## config.mk

```make
export PLATFORM = sky130hd
export DESIGN_NAME = lane_shift_reg
export DESIGN_NICKNAME = d
export VERILOG_FILES = /design/src/rtl/lane_shift_reg.sv
export SDC_FILE = /design/constraint.sdc
export NUM_CORES = 1
export LEC_CHECK = 0
export ABC_AREA = 1
export BUFFER_PORTS_ARGS = -buffer_cell sky130_fd_sc_hd__buf_4
export CORE_MARGIN = 4
export CORE_UTILIZATION = 52
export DETAILED_ROUTE_END_ITERATION = 6
export GPL_TIMING_DRIVEN = 0
export PLACE_DENSITY = 0.91
export SLEW_MARGIN = 20
export SYNTH_ARGS = -nofsm -noshare
export SYNTH_HDL_FRONTEND = slang
export SYNTH_SLANG_ARGS = --single-unit
```

## constraint.sdc

```tcl
create_clock -name clk -period 1.7 [get_ports clk]
set_input_delay 0.34 -clock clk [delete_from_list [all_inputs] [get_ports clk]]
set_output_delay 0.34 -clock clk [all_outputs]
set_load 0.05 [all_outputs]
```

## src/rtl/lane_shift_reg.sv

```systemverilog
// Lane-loadable WIDTH-bit datapath register with a multi-cycle shift/rotate engine.
// A start request runs 'amount' one-bit steps, then done pulses for one cycle.
module lane_shift_reg #(
   parameter int WIDTH = 32,
   parameter int LANE  = 4,
   parameter int CNTW  = 5
) (
   input  logic                    clk,
   input  logic                    reset,
   input  logic                    load,
   input  logic [WIDTH/LANE-1:0]   lane_en,
   input  logic [WIDTH-1:0]        d,
   input  logic                    start,
   input  logic [1:0]              op,
   input  logic [CNTW-1:0]         amount,
   input  logic                    sin,
   output logic [WIDTH-1:0]        q,
   output logic                    sout,
   output logic                    busy,
   output logic                    done
);

   localparam int NL = WIDTH / LANE;

   typedef enum logic [1:0] {IDLE, SHIFT, DONE} state_t;

   state_t            state;
   logic [CNTW-1:0]   cnt;
   logic [1:0]        op_q;
   logic [WIDTH-1:0]  load_val;
   logic [WIDTH-1:0]  step_q;
   logic              step_out;

   // Lanes without an enable recirculate their current contents.
   for (genvar i = 0; i < NL; i++) begin : g_lane
      assign load_val[i*LANE +: LANE] = lane_en[i] ? d[i*LANE +: LANE] : q[i*LANE +: LANE];
   end

   always_comb begin
      step_q   = q;
      step_out = sout;
      case (op_q)
         2'b00: begin step_q = {q[WIDTH-2:0], sin};        step_out = q[WIDTH-1]; end
         2'b01: begin step_q = {sin, q[WIDTH-1:1]};        step_out = q[0];       end
         2'b10: begin step_q = {q[WIDTH-2:0], q[WIDTH-1]}; step_out = q[WIDTH-1]; end
         default: begin step_q = {q[0], q[WIDTH-1:1]};     step_out = q[0];       end
      endcase
   end

   always_ff @(posedge clk or negedge reset) begin
      if (!reset) begin
         state <= IDLE;
         cnt   <= '0;
         op_q  <= 2'b00;
         q     <= '0;
         sout  <= 1'b0;
         busy  <= 1'b0;
         done  <= 1'b0;
      end else begin
         case (state)
            IDLE: begin
               done <= 1'b0;
               // Load has priority; a simultaneous start is dropped.
               if (load) begin
                  q <= load_val;
               end else if (start) begin
                  op_q <= op;
                  cnt  <= amount;
                  if (amount == '0) begin
                     state <= DONE;
                     done  <= 1'b1;
                  end else begin
                     state <= SHIFT;
                     busy  <= 1'b1;
                  end
               end
            end
            SHIFT: begin
               q    <= step_q;
               sout <= step_out;
               cnt  <= cnt - CNTW'(1);
               // cnt is at least 1 here, so the decrement cannot wrap.
               if (cnt == CNTW'(1)) begin
                  state <= DONE;
                  busy  <= 1'b0;
                  done  <= 1'b1;
               end
            end
            DONE: begin
               done  <= 1'b0;
               state <= IDLE;
            end
            default: begin
               state <= IDLE;
               busy  <= 1'b0;
               done  <= 1'b0;
            end
         endcase
      end
   end

endmodule

```

==> impl_metrics.env <==
export IMPL_place_area_um2=3558
export IMPL_crit_arrival_ns=1.76
export IMPL_synth_ff_type="dfrtp_1"
export IMPL_dp_hpwl_um=6430
export IMPL_core_area_um2=5172
export IMPL_cts_buffers=5
export IMPL_fin_crit_sh_pct=88.59
export IMPL_dieArea_um2=6677
export IMPL_worstRegToRegCells=7
export IMPL_drt_met1_wl_um=3486
export IMPL_cts_hold_buf=0
export IMPL_cts_setup_buffers=0
export IMPL_fin_tns_setup_ns=0
export IMPL_top_level_ports=87
export IMPL_place_gp_congestion=0.9269
export IMPL_crit_start="state[0]$_DFFE_PN0P_"
export IMPL_dieHeight_um=81.71
export IMPL_synth_cell_types=20
export IMPL_regToRegSetupSlack_ns=0.19
export IMPL_clock_sinks=44
export IMPL_slowest_stage="dfrtp_1"
export IMPL_slew_violations=0
export IMPL_routed_via_density=5.403
export IMPL_finalSetupViolCount=0
export IMPL_async_reset_ff_share_pct=100.0
export IMPL_p_total_mw=8.878
export IMPL_syn_nets=495
export IMPL_cp_data_required_time_ns=1.95
export IMPL_period_minus_slack_ns=1.506
export IMPL_wire_per_inst_um=14.49
export IMPL_relSlewSlack_pct=61.07
export IMPL_max_freq_mhz=664.0
export IMPL_rows=26
export IMPL_critPathCaptureType="flop"
export IMPL_wl_met2_um=4130
export IMPL_synth_top_cell_by_area="dfrtp_1"
export IMPL_grt_pass1_wl_um=13870
export IMPL_path_clk_slew_ns=0.09
export IMPL_grt_pass1_vias=2955
export IMPL_power_leakage_nw=2.123
export IMPL_regToRegStartpoint="state[0]$_DFFE_PN0P_"
export IMPL_synth_most_common_cell="nand2_1"
export IMPL_syn_inst=441
export IMPL_fin_area_um2=3651
export IMPL_yosys_area_top_type_share_pct=38.97
export IMPL_outcome="completed"
export IMPL_synth_area_leaders="dfrtp_1 39%, nand2_1 31%, nand3_1 9.9%"
export IMPL_cts_resized=0
export IMPL_worstSetupPathType="flop to flop"
export IMPL_finalNonFillerCells=605
export IMPL_skew_ns=0.01223
export IMPL_port_buffers=86
export IMPL_crit_top_cell="nand2_1"
export IMPL_dr_pass1_iters=5
export IMPL_synth_seq_cells=44
export IMPL_rsz0062_at_grt="false"
export IMPL_peakVddDrop_v=0.001253
export IMPL_cts_tree="yes"
export IMPL_critPathMaxStageDelay_ns=0.45
export IMPL_grt_util_all_layers_pct=27.05
export IMPL_nets=588
export IMPL_min_path_type="input pin to async pin"
export IMPL_fin_util_pct=70.59
export IMPL_yosys_warnings=0
export IMPL_antennaDiodeCount=0
export IMPL_avgSynthCellArea_um2=6.406
export IMPL_power_density_nw_per_um2=2432
export IMPL_drc_errors=0
export IMPL_reg2reg_to="q[15]$_DFFE_PN0P_"
export IMPL_chipWidth_um=81.71
export IMPL_drt_total_wl_um=8766
export IMPL_synth_edf_count=0
export IMPL_drive_gt1_share_pct=23.36
export IMPL_initial_core_util_pct=54.62
export IMPL_syn_area_um2=2825
export IMPL_dp_cells=597
export IMPL_maxCapViolCount=0
export IMPL_clock_latency_ns=0.30
export IMPL_overflow=0
export IMPL_h_tree_depth=2
export IMPL_critPathCapture="q[15]$_DFFE_PN0P_"
export IMPL_hold_viol_final=0
export IMPL_synthTopCellsByCount="230 x nand2_1, 56 x nand3_1, 44 x dfrtp_1"
export IMPL_wl_met3_um=865
export IMPL_start_kind="flop"
export IMPL_antenna_left=0
export IMPL_syn2layout_area_growth_pct=29.23
export IMPL_grt_start_max_net_pins=45
export IMPL_routed_via_count=3269
export IMPL_clockBufferDepth=2
export IMPL_drt_iter0_drc=335
export IMPL_cts_root_buf="clkbuf_8"
export IMPL_path_cells="inv_2 > nand2_1 > nor2_4 > nand2_1 > nand2_1 > nand2_1 > nand2_1"
export IMPL_worstMarginPinSlew_ns=0.5840
export IMPL_critPathMaxFanout=7
export IMPL_top_layer_used="met4"
export IMPL_synth_seq_area_share_pct=38.97
export IMPL_antenna_found_initial=0
## worst min-delay path by stage
stage	end	slack, ns	cells after the start	from
after floorplan	busy$_DFFE_PN0P_	0.04	0	reset
after detailed placement	sout$_DFFE_PN0N_	0.38	1	reset
after global routing	q[21]$_DFFE_PN0P_	0.08	1	reset
after global placement	busy$_DFFE_PN0P_	0.37	1	reset
after CTS	q[2]$_DFFE_PN0P_	0.05	1	reset
final	q[2]$_DFFE_PN0P_	0.03	1	reset
## logic make-up (layout without fill, tap and decap cells)
family / count (synthesis) / after routing / share of synthesized area [%]
AOI/OAI and AO/OA: 32 / 32 / 6.599
adders and majority gates: 2 / 2 / 0.8856
buffers and inverters: 53 / 147 / 8.814
DFF: 44 / 44 / 38.97
and+or+nand+nor: 310 / 310 / 44.73
## registers in the layout, indices dropped and copies added, names as in the netlist
name / cells
done: 1
cnt: 5
sout: 1
state: 2
q: 32
op_q: 2
busy: 1
## where the power goes
| part | switching [mW] | internal [mW] |
|---|---|---|
| Combinational | 4.21 | 1.90 |
| Clock | 0.371 | 0.325 |
| Sequential | 0.492 | 1.58 |
## critical path: cells and delay by family (launching register included)
family | cells | cell delay (ns)
DFF | 1 | 0.45
buffers and inverters | 1 | 0.13
and+or+nand+nor | 6 | 0.88
## metal layers
layer | vias to the layer above | track usage [%]
met5 | - | 0
met4 | 0 | 11.30
met3 | 31 | 3.399
met2 | 201 | 43.81
met1 | 1475 | 36.60
li1 | 1562 | -
## stage by stage
stage                     hold slack (ns)  setup slack, ns
after global placement             0.3733           0.2763
after detailed placement           0.3768           0.2333
final                             0.02630           0.1939
after floorplan                   0.04441           0.5247
after global routing              0.08465          0.03979
after CTS                         0.05070           0.2175
## area by class of cell
type                       instances  area, µm²
inverter                          34      127.6
clock buffer                       6      82.58
clock inverter                     2      10.01
tap                               70      87.58
sequential                        44       1101
timing repair buffer              86      645.6
multi-input combinational        344       1475
buffer                            19      121.4
fill                             447       1521
## cell usage in the layout (no fill, tap or decap)
cell	synthesis	routed
buf_6	1	1
buf_4	8	94
inv_2	2	2
o211ai_1	6	6
ha_1	2	2
nand2_1	230	230
nand2_2	4	4
clkinv_2	0	2
a21oi_1	1	1
nand3_1	56	56
nor2_1	16	16
o21ai_2	2	2
inv_1	32	32
or2_2	2	2
clkbuf_8	0	6
o21ai_1	4	4
a31oi_1	1	1
o21a_1	1	1
buf_2	10	10
dfrtp_1	44	44
nor2_4	2	2
o21ai_0	17	17
Power figures use the tool's default switching activity.
